`config.mk`:
```
export PLATFORM = sky130hd
export DESIGN_NAME = mux_rr_arbiter_flat
export DESIGN_NICKNAME = d
export VERILOG_FILES = /design/src/rtl/mux_rr_arbiter_if.sv /design/src/rtl/mux_rr_arbiter.sv /design/src/flat_wrapper.sv
export SDC_FILE = /design/constraint.sdc
export NUM_CORES = 1
export LEC_CHECK = 0
export ABC_AREA = 1
export CORE_UTILIZATION = 35
export CTS_BUF_LIST = sky130_fd_sc_hd__clkbuf_16
export CTS_CLUSTER_SIZE = 28
export DETAILED_ROUTE_END_ITERATION = 6
export GPL_ROUTABILITY_DRIVEN = 0
export PLACE_DENSITY = 0.51
export SLEW_MARGIN = 20
export SYNTH_ARGS = -nofsm -noshare
export SYNTH_HDL_FRONTEND = slang
export SYNTH_SLANG_ARGS = --single-unit
```
`constraint.sdc`:
```
create_clock -name clk -period 4.25 [get_ports clk]
set_clock_uncertainty 0.05 [all_clocks]
set_input_delay 1.0625 -clock clk [delete_from_list [all_inputs] [get_ports clk]]
set_output_delay 1.0625 -clock clk [all_outputs]
set_load 0.01 [all_outputs]
```
`src/rtl/mux_rr_arbiter_if.sv`:
```
// Request/response bundle for mux_rr_arbiter: four requesters with valid,
// urgent flag and payload, plus a single registered output channel.
interface mux_rr_arbiter_if #(
    parameter int N = 4
);
    logic [3:0]   IN_reqValid;
    logic [3:0]   IN_reqUrgent;
    logic [N-1:0] IN_reqData [3:0];
    logic [3:0]   OUT_reqReady;
    logic         OUT_valid;
    logic [N-1:0] OUT_data;
    logic [1:0]   OUT_src;
    logic         IN_ready;

    // Arbiter side
    modport slave (
        input  IN_reqValid,
        input  IN_reqUrgent,
        input  IN_reqData,
        input  IN_ready,
        output OUT_reqReady,
        output OUT_valid,
        output OUT_data,
        output OUT_src
    );

    // Environment side: requesters and output consumer
    modport master (
        output IN_reqValid,
        output IN_reqUrgent,
        output IN_reqData,
        output IN_ready,
        input  OUT_reqReady,
        input  OUT_valid,
        input  OUT_data,
        input  OUT_src
    );
endinterface

```
`src/rtl/mux_rr_arbiter.sv`:
```
// Four-way round-robin arbiter/mux with urgent override and starvation
// promotion, feeding a single registered output slot.
module mux_rr_arbiter #(
    parameter int N          = 4,
    parameter int STARVE_LIM = 8
) (
    input  logic            clk,
    input  logic            rst,
    mux_rr_arbiter_if.slave bus
);

    logic [7:0]   r_wait [4];
    logic [1:0]   r_rr_ptr;
    logic         r_valid;
    logic [N-1:0] r_data;
    logic [1:0]   r_src;

    logic         w_free;
    logic [3:0]   w_eff_urg;
    logic [3:0]   w_cand;
    logic         w_gnt_any;
    logic [1:0]   w_gnt_idx;
    logic [3:0]   w_grant;
    logic         w_xfer;
    logic [N-1:0] w_mux_data;

    // Output slot can take a new word when empty or being drained this cycle
    assign w_free = !r_valid | bus.IN_ready;

    // Urgency: explicit flag, or promoted after too many lost grants
    always_comb begin
        w_eff_urg = '0;
        for (int unsigned i = 0; i < 4; i++) begin
            w_eff_urg[i] = bus.IN_reqValid[i] &
                           (bus.IN_reqUrgent[i] | (r_wait[i] >= 8'(STARVE_LIM)));
        end
    end

    // Urgent requesters win outright; otherwise any valid requester competes
    assign w_cand = (|w_eff_urg) ? w_eff_urg : bus.IN_reqValid;

    // Round-robin search from r_rr_ptr; walking offsets downward lets the
    // nearest candidate overwrite farther ones
    always_comb begin
        w_gnt_any = 1'b0;
        w_gnt_idx = r_rr_ptr;
        for (int unsigned k = 4; k > 0; k--) begin
            if (w_cand[r_rr_ptr + 2'(k - 1)]) begin
                w_gnt_any = 1'b1;
                w_gnt_idx = r_rr_ptr + 2'(k - 1);
            end
        end
    end

    assign w_grant = (rst || !w_free || !w_gnt_any) ? 4'b0000 : (4'b0001 << w_gnt_idx);
    assign w_xfer  = |(bus.IN_reqValid & w_grant);

    // One-hot payload mux driven directly by the grant vector
    always_comb begin
        w_mux_data = '0;
        for (int unsigned i = 0; i < 4; i++) begin
            w_mux_data = w_mux_data | ({N{w_grant[i]}} & bus.IN_reqData[i]);
        end
    end

    // Output slot: load on transfer, drop valid when drained with nothing new
    always_ff @(posedge clk) begin
        if (rst) begin
            r_valid <= 1'b0;
            r_data  <= '0;
            r_src   <= '0;
        end else if (w_free) begin
            r_valid <= w_xfer;
            if (w_xfer) begin
                r_data <= w_mux_data;
                r_src  <= w_gnt_idx;
            end
        end
    end

    // Pointer and starvation counters advance only on a transfer
    always_ff @(posedge clk) begin
        if (rst) begin
            r_rr_ptr <= '0;
            for (int unsigned i = 0; i < 4; i++) begin
                r_wait[i] <= '0;
            end
        end else if (w_xfer) begin
            r_rr_ptr <= w_gnt_idx + 2'd1;
            for (int unsigned i = 0; i < 4; i++) begin
                if (w_grant[i] || !bus.IN_reqValid[i]) begin
                    r_wait[i] <= '0;
                end else if (r_wait[i] != 8'hFF) begin
                    r_wait[i] <= r_wait[i] + 8'd1;
                end
            end
        end
    end

    assign bus.OUT_reqReady = w_grant;
    assign bus.OUT_valid    = r_valid;
    assign bus.OUT_data     = r_data;
    assign bus.OUT_src      = r_src;

endmodule
```
`src/flat_wrapper.sv`:
```
// flat-port wrapper written by rule: the top's interface ports become plain ports
module mux_rr_arbiter_flat 
#(
    parameter int N          = 4,
    parameter int STARVE_LIM = 8
)
  (clk, rst, bus_IN_reqValid, bus_IN_reqUrgent, bus_IN_reqData, bus_IN_ready, bus_OUT_reqReady, bus_OUT_valid, bus_OUT_data, bus_OUT_src);
  mux_rr_arbiter_if #(.N(N)) bus_i ();
  input  logic clk;
  input  logic rst;
  input wire logic [$bits(bus_i.IN_reqValid)-1:0] bus_IN_reqValid;
  input wire logic [$bits(bus_i.IN_reqUrgent)-1:0] bus_IN_reqUrgent;
  input wire logic [$bits(bus_i.IN_reqData)-1:0] bus_IN_reqData;
  input wire logic [$bits(bus_i.IN_ready)-1:0] bus_IN_ready;
  output wire logic [$bits(bus_i.OUT_reqReady)-1:0] bus_OUT_reqReady;
  output wire logic [$bits(bus_i.OUT_valid)-1:0] bus_OUT_valid;
  output wire logic [$bits(bus_i.OUT_data)-1:0] bus_OUT_data;
  output wire logic [$bits(bus_i.OUT_src)-1:0] bus_OUT_src;
  assign bus_i.IN_reqValid = bus_IN_reqValid;
  assign bus_i.IN_reqUrgent = bus_IN_reqUrgent;
  assign bus_i.IN_reqData = {>>{bus_IN_reqData}};
  assign bus_i.IN_ready = bus_IN_ready;
  assign bus_OUT_reqReady = bus_i.OUT_reqReady;
  assign bus_OUT_valid = bus_i.OUT_valid;
  assign bus_OUT_data = bus_i.OUT_data;
  assign bus_OUT_src = bus_i.OUT_src;
  mux_rr_arbiter #(.N(N), .STARVE_LIM(STARVE_LIM)) u_core (.clk(clk), .rst(rst), .bus(bus_i));
endmodule
```
## Word-level counts from Yosys, hierarchy flattened

Memory sizes are Yosys's and may differ from the RTL's.
Index checks and enable logic that the tools add are counted.

| operators by class | value |
|---|---|
| add/subtract/negate cells | 8 |
| order comparisons | 8 |
| equality and inequality tests | 4 |
| shifts and indexed selects | 1 |
| muxes and demuxes | 64 |
| bitwise operators | 25 |
| reduce and logical (&&, ||, !) cells | 16 |

Operators with widths:

| cell | count |
|---|---|
| two-way mux 8 bit | 8 |
| two-way mux 1 bit | 46 |
| adder 8 x 1 -> 8 bit, second input constant | 4 |
| >= comparator 8 x 4 -> 1 bit, second input constant | 4 |
| inequality test 8 bit, second input constant | 4 |
| AND 4 bit | 5 |
| OR 1 bit | 13 |
| < comparator 2 x 3 -> 1 bit, second input constant | 4 |
| OR 4 bit | 3 |
| binary-select mux 1 bit (select 2 bit) | 4 |
| two-way mux 2 bit | 4 |
| two-way mux 4 bit | 2 |
| OR reduction 4 bit | 2 |
| logical NOT 1 bit | 7 |
| logical OR 1 bit | 6 |
| adder 2 x 1 -> 2 bit, second input constant | 2 |
| adder 2 bit, second input constant | 2 |
| AND 1 bit | 4 |
| << shifter 1 x 2 -> 4 bit, first input constant | 1 |
| AND reduction 2 bit | 1 |

| word-level totals | value |
|---|---|
| register bits | 9 |
| RAM bits | 32 |
| input bits | 27 |
| output and inout bits | 11 |
| word-level logic and storage cells | 131 |
| memories kept | 1 |

Memory list:

| memory | words | width | rd ports | clocked after memory_dff | wr ports | RTL line | source |
|---|---|---|---|---|---|---|---|
| u_core.r_wait | 4 | 8 | 4 | 0 | 4 | mux_rr_arbiter.sv:12 | `logic [7:0] r_wait [4];` |

## Depth between registers and ports, before layout

Gate-level depths: netlist of the first run.

| depth | value |
|---|---|
| word-level depth | 21 |
| depth in mapped cells | 22 |
| depth with buffers taken out | 21 |

## Least setup slack after synthesis of the first run

OpenSTA, ideal clock, no wires.

| timing | value |
|---|---|
| path type | input to output |
| start point | input bus_IN_reqUrgent[3] |
| end point | output bus_OUT_reqReady[0] |
| arrival | 2.729 ns |
| required time | 3.138 ns |
| path slack | 0.408 ns |
| stages on the path | 16 |
| buffers on the path | 0 |
| path through | nor2_1 nand3_1 nand2_1 nand2_1 nor2_2 nand2_1 nand3_1 nand3_1 a31o_2 nand2_1 nand2_1 nand2_1 inv_1 ha_1 nand2_1 inv_1 |

| on the way | value |
|---|---|
| elaborated cells on any way between the ends | 24 |
| classes of those cells | 1 x shift; 18 x mux; 2 x bitwise; 3 x reduce/logical |

RTL lines:

| element | RTL line | source |
|---|---|---|
| start: declaration | flat_wrapper.sv:12 | `input wire logic [$bits(bus_i.IN_reqUrgent)-1:0] bus_IN_reqUrgent;` |
| OR 1 bit * | mux_rr_arbiter.sv:35 | `(bus.IN_reqUrgent[i] \| (r_wait[i] >= 8'(STARVE_LIM)));` |
| AND 1 bit * | mux_rr_arbiter.sv:34 | `w_eff_urg[i] = bus.IN_reqValid[i] &` |
| OR reduction 4 bit | mux_rr_arbiter.sv:40 | `assign w_cand = (\|w_eff_urg) ? w_eff_urg : bus.IN_reqValid;` |
| two-way mux 4 bit * | mux_rr_arbiter.sv:40 |  |
| binary-select mux 1 bit (select 2 bit) | mux_rr_arbiter.sv:48 | `if (w_cand[r_rr_ptr + 2'(k - 1)]) begin` |
| two-way mux 1 bit (implied by the code) | mux_rr_arbiter.sv:48 |  |
| two-way mux 2 bit (3 in a row) | mux_rr_arbiter.sv:48 |  |
| two-way mux 2 bit * | mux_rr_arbiter.sv:48 |  |
| net u_core.w_gnt_idx[0] | mux_rr_arbiter.sv:22 | `logic [1:0] w_gnt_idx;` |
| << shifter 1 x 2 -> 4 bit * | mux_rr_arbiter.sv:55 | `assign w_grant = (rst \|\| !w_free \|\| !w_gnt_any) ? 4'b0000 : (4'b0001 << w_gnt_idx);` |
| two-way mux 4 bit * | mux_rr_arbiter.sv:55 |  |
| end: declaration | flat_wrapper.sv:15 | `output wire logic [$bits(bus_i.OUT_reqReady)-1:0] bus_OUT_reqReady;` |

Mark *: on every way through the listed nets, which the timed path passes. The rest lies on a longest branch. The select of a mux whose other input is x is not followed.

## Worst setup path after layout of the first run

Ends and elaborated chain as after synthesis.

==> results of run 1 <==
## flip-flops by register name, summed over array words and instances, names as in the netlist
signal	count
u_core.bus.OUT_valid	1
u_core.bus.OUT_src	2
u_core.r_rr_ptr	2
u_core.r_wait	32
u_core.bus.OUT_data	4
## kinds of logic after synthesis
family,after synthesis
and+or+nand+nor,210
xor gates and xnor gates,25
adders and majority gates,12
buffers and inverters,49
AOI/OAI and AO/OA,9
DFF,41
## metrics by stage
stage	hold slack, ps	util
floorplan	443	-
global placement	439	0.452
detailed placement	436	0.452
CTS	445	0.500
global route	487	0.509
finish	448	0.509
## cells in the mapped netlist
cell	n	share of area
buf_2	2	0.0036
a21boi_0	1	0.0027
nor3b_1	7	0.019
buf_6	5	0.020
inv_1	38	0.051
nand3_1	42	0.076
buf_1	1	0.0013
dfxtp_1	9	0.065
nand3b_1	2	0.0054
a21oi_1	6	0.011
nand4_1	21	0.047
ha_1	12	0.054
nand2_1	64	0.086
nor2_2	3	0.0068
xnor2_1	14	0.044
nor2_1	42	0.057
nor2_8	1	0.0072
nor3_1	25	0.045
nand2_2	3	0.0068
edfxtp_1	32	0.35
clkbuf_1	3	0.0041
xor2_1	11	0.035
a31o_2	2	0.0063
## repair_timing
item	CTS	global route
gates resized for setup	71	20
pin swaps	28	23
endpoints found under the setup margin	4	4
buffers inserted	6	2
## critical path, cell delays in order
cell	delay (ps)
clkdlybuf4s15_1	170
nor2_1	100
nand3_1	90
nand2_2	80
nand2_2	70
nor2_4	170
nand2_2	90
nand3_2	90
nand3_2	120
a31o_4	280
nand2_2	60
nand2_2	60
nand2_4	140
inv_6	60
ha_4	160
nand2_4	60
inv_2	40
buf_6	110
## layout by cell type (no fill, tap or decap), drive strengths merged, types with 4 or more instances in the layout
| cell type | netlist | routed |
|---|---|---|
| ha | 12 | 12 |
| a21oi | 6 | 6 |
| clkbuf | 3 | 5 |
| xnor2 | 14 | 14 |
| dfxtp | 9 | 9 |
| nand3 | 42 | 42 |
| buf | 8 | 49 |
| nand2 | 67 | 67 |
| dlymetal6s2s | 0 | 4 |
| clkdlybuf4s15 | 0 | 4 |
| xor2 | 11 | 11 |
| nor3 | 25 | 25 |
| nand4 | 21 | 21 |
| clkdlybuf4s50 | 0 | 25 |
| inv | 38 | 39 |
| nor3b | 7 | 7 |
| nor2 | 46 | 46 |
| edfxtp | 32 | 32 |
## metal layers
metal,share of wire,up-vias,GRT usage
met3,0.040,12,0.0394
li1,-,1312,-
met2,0.49,44,0.294
met1,0.45,1180,0.211
met4,0.021,0,0.0714
met5,0,-,0
## layout make-up
cell class	instances	area share
Multi-Input combinational cell	256	0.417
Sequential cell	41	0.292
Clock buffer	5	0.0320
Tap cell	102	0.0326
Inverter	38	0.0377
Timing Repair Buffer	82	0.185
Clock inverter	3	0.00352
## power breakdown
part           internal, mW  total, mW  switching [mW]  leakage, nW
Clock                 0.213      0.361           0.148       0.0748
Combinational          1.09       2.36            1.27         1.18
Sequential            0.667      0.825           0.158        0.413
Total                  1.97       3.54            1.58         1.67
## how the worst max path moves through the flow
stage | start | endpoint
6_report | bus_IN_reqUrgent[3] | bus_OUT_reqReady[0]
5_1_grt | bus_IN_reqUrgent[0] | bus_OUT_reqReady[0]
4_1_cts | bus_IN_reqValid[0] | bus_OUT_reqReady[3]
3_5_place_dp | bus_IN_reqUrgent[2] | bus_OUT_reqReady[0]
3_3_place_gp | bus_IN_reqUrgent[2] | bus_OUT_reqReady[0]
2_1_floorplan | bus_IN_reqUrgent[3] | bus_OUT_reqReady[0]
==> run_results.csv, run 1 <==
group,metric,value,unit
outcome,status,"completed",
routing,drt_iter0_drc,138,
grt,grt_antenna_before_repair,0,
placed_design,placed_cell_area,3470,sq um
grt,grt_usage,0.173,
cells_and_area,syn_to_final_growth,40.8,%
synth,yosys_warnings,0,
timing,relSlewSlack,0.657,
cts,cts_root_buffer,"clkbuf_16",
critical_path,reg2reg_depth,21,
timing,tightest_slew,514,ps
timing,setup_tns,0,ps
cts,cts_sinks,41,
synth,syn_nets,385,
die,start_util,0.361,
synth,synth_mux_area_frac,0,
power,powerDensity,906,nW/um^2
grt,grt_max_degree,21,
timing,final-setup-viol-count,0,
cells_and_area,post-route-cell-area,3910,sq um
hold_path,hold_end,"u_core.bus.OUT_valid",
critical_path,start_kind,"input pin",
cells_and_area,multi_input_area,1630,sq um
placed_design,hpwl,4820,um
hold_path,min_path_cells,2,
cells_and_area,final_cell_count_no_fill,527,
timing,fmax,0.243,GHz
routing,ant_nets,0,
cells_and_area,drive_gt1_frac,0.261,
hold_path,min-delay-start,"u_core.bus.OUT_valid",
power,leakagePower,1.67,nW
synth,ys_seq_elements,41,
synth,synth_compound_area_frac,0.0198,
critical_path,path_class,"input pin to output port",
flow_run,cap_violations,0,
synth,synth_fa_ha_area_frac,0.0540,
die,io_pins,38,
timing,period_needed,4120,ps
synth,syn_inst,346,
synth,synth_top_family_by_area,"simple AND/OR/NAND/NOR gates",
die,die-area,8300,sq um
power,totalPowerFinal,3.54,mW
hold_path,hold_path.class,"flop to flop",
synth,synth_area,2780,sq um
timing,fin_crit_sh,0.970,
routing,vias,2548,
power,vdd_ir_drop_max,0.000463,V
critical_path,timing.rr.start,"u_core.r_wait[0][6]",
critical_path,crit_arrival,3010,ps
cts,clockBufferDepth,2,
synth,yosysUniqueCellTypes,23,
critical_path,critPathMaxFanout,4,
die,row_count,32,
critical_path,r2r-end,"u_core.r_wait[2][4]",
critical_path,rrSetupSlack,910,ps
synth,yosysSeqAreaShare,0.411,
cts,ctsHoldBuffers,0,
routing,routed_via_density,4.83,
placed_design,dp_slack,-649,ps
routing,drc,0,
synth,synth-simple-area-share,0.356,
die,core-area,7690,sq um
synth,yosys.area_share.xor_xnor,0.0788,
routing,drt-total-wl,6880,um
critical_path,end_kind,"output port",
critical_path,critPathRequiredTime,3140,ps
cts,htreeDepth,2,
die,die_h,91.1,um
die,dieWidth,91.1,um
timing,fin_ws,126,ps
cts,cts.clk_slew.worst_paths,60,ps
cts,insertion_delay,280,ps
cts,cts_tree,"built",
cells_and_area,regArea,1140,sq um
grt,grt-ovfl-total,0,
placed_design,io_buffers,37,
routing,drt-wirelength-per-cell,13.1,um
cells_and_area,antennaDiodeCount,0,
grt,grt_pass1_wl,11500,um
synth,syn_area_per_cell,8.03,sq um
routing,first_pass_iters,5,
cts,numCtsBuffers,5,
grt,grt_pass1_vias,2553,
timing,slew_violations,0,
placed_design,place_inst,511,
timing,hold_viol_final,0,
cells_and_area,fill_cells,748,
cells_and_area,fin_nets,463,
Note: power is estimated with default switching activity, not from simulation.
==> run 2, diff against run 1 <==
Settings changed: CAP_MARGIN set to 0, CORE_MARGIN set to 10.
==> run 2 against run 1 <==
Global-route usage is 5.5 points lower. The flow now finishes with violations (design-rule violations). Utilization is 0.42 points higher. Largest power group unchanged. Power up 0.15%. Via count about the same. Setup slack worse by 68 ps. Sequential power about the same. Cell count grew 1.1%. Sequential share of layout area is 0.39 points lower.
==> run_results.csv, run 2 (synthesis gave the netlist of run 1 again) <==
group,metric,value,unit
critical_path,critPathRequiredTime,3140,ps
power,p_seq_frac,0.233,
timing,fin_crit_sh,0.986,
cells_and_area,mostFrequentLayoutCell,"buf_4",
timing,tightest_slew,744,ps
timing,slew_violations,0,
placed_design,hpwl,5310,um
grt,grt_pass1_vias,2468,
placed_design,io_buffers,37,
grt,grt_antenna_before_repair,0,
power,power.internal,1.97,mW
die,core-area,7730,sq um
power,leakagePower,1.69,nW
cells_and_area,fill_cells,737,
power,powerDensity,895,nW/um^2
routing,drc,2,
outcome,status,"complete, but fails checks",
critical_path,crit_arrival,3080,ps
critical_path,start_kind,"input pin",
timing,relSlewSlack,0.504,
cells_and_area,multi_input_area,1660,sq um
power,comb_power_share,0.665,
routing,drt-total-wl,7300,um
cts,numCtsBuffers,5,
cells_and_area,syn_to_final_growth,42.7,%
cts,cts_tree,"built",
timing,final-setup-viol-count,0,
grt,grt_pass1_wl,11500,um
cts,cts_sinks,41,
grt,grt_max_degree,21,
cells_and_area,largest-register,"u_core.r_wait",
outcome,violations,"design-rule violations",
critical_path,critPathMaxFanout,4,
die,dieWidth,109,um
power,clockPowerShare,0.102,
cells_and_area,fin_nets,469,
timing,fin_ws,58.6,ps
grt,grt_usage,0.119,
placed_design,placed_cell_area,3480,sq um
die,start_util,0.360,
hold_path,hold_path.class,"flop to flop",
die,io_pins,38,
routing,drt-wirelength-per-cell,13.7,um
power,vdd_ir_drop_max,0.000665,V
critical_path,path_class,"input pin to output port",
cells_and_area,regArea,1140,sq um
cells_and_area,antennaDiodeCount,0,
grt,grt-ovfl-total,0,
routing,first_pass_iters,7,
timing,hold_viol_final,0,
flow_run,cap_violations,0,
die,row_count,32,
power,power.share.switching,0.445,
power,p_sw,1.58,mW
hold_path,min_path_cells,2,
routing,drt_iter0_drc,83,
cts,cts.clk_slew.worst_paths,60,ps
timing,fmax,0.239,GHz
cts,insertion_delay,280,ps
cts,htreeDepth,2,
cells_and_area,drive_gt1_frac,0.276,
routing,ant_nets,0,
critical_path,reg2reg_depth,26,
timing,period_needed,4190,ps
cells_and_area,most-common-layout-cells,"buf_4 (50), nand2_1 (43), nor2_1 (41)",
cells_and_area,largest_register_ffs,32,
critical_path,end_kind,"output port",
power,totalPowerFinal,3.55,mW
placed_design,dp_slack,-649,ps
cts,clockBufferDepth,2,
cells_and_area,post-route-cell-area,3970,sq um
cts,cts_root_buffer,"clkbuf_16",
routing,vias,2550,
die,die-area,11900,sq um
die,die_h,109,um
routing,routed_via_density,4.78,
[run 2: cell count changes in the layout (fill, tap and decap cells not counted), sizes merged]
cell,previous run,this run
dlygate4sd2,0,2
clkdlybuf4s15,4,1
buf,49,55
clkbuf,5,6
[run 2: power by group through the flow]
stage	registers, mW	clock network [mW]	logic [mW]
3_5_place_dp	0.828	0	1.89
6_report	0.828	0.362	2.36
3_3_place_gp	0.825	0	1.89
4_1_cts	0.825	0.370	2.25
5_1_grt	0.854	0.384	2.60
2_1_floorplan	0.804	0	1.20
[run 2: final cells by class]
class / instances / area share
multi-input cells: 256 / 0.418
clock inverters: 3 / 0.00347
well taps: 102 / 0.0322
flip-flops and latches: 41 / 0.288
repair buffers: 88 / 0.190
inverters: 38 / 0.0372
clock buffers: 5 / 0.0316
[run 2: metal layers]
layer  share of wire  track usage
met1            0.44        0.146
met2            0.51        0.204
met3           0.045       0.0301
met4          0.0089       0.0254
met5               0            0
[run 2: worst paths after layout]
kind / endpoint / startpoint / slack, ps
max: bus_OUT_reqReady[2] / bus_IN_reqUrgent[2] / 60
min: u_core.bus.OUT_valid / u_core.bus.OUT_valid / 450
max reg2reg: u_core.r_wait[0][5] / u_core.r_wait[2][3] / 690
min reg2reg: u_core.bus.OUT_valid / u_core.bus.OUT_valid / 450
[run 2: through the flow]
step                hold WS (ps)  std cells  setup TNS, ps  utilization
floorplan                    443        346              0            -
global placement             447        512         -10490        0.450
detailed placement           454        512         -14800        0.450
CTS                          462        533              0        0.502
global route                 467        533           -146        0.513
finish                       453        533              0        0.513
[run 2: what timing repair did]
action                                  4_1_cts  5_1_grt
endpoints found under the hold margin         0        0
hold buffers                                  0        0
endpoints found under the setup margin       12       27
setup buffers                                13        1
gates resized for setup                      67       25
pin swaps                                    29       24
[run 2: critical path, stage by stage]
cell and delay, ps:
dlygate4sd2_1 240, nor2_2 90, nand3_2 120, nand2_2 100, nand2_2 70, nor2_4 150
nand2_2 100, nand3_2 100, nand3_4 100, a31o_4 260, nand2_2 60, nand2_2 60
nand2_4 130, inv_4 60, ha_4 170, nand2_4 60, inv_2 30, buf_6 110
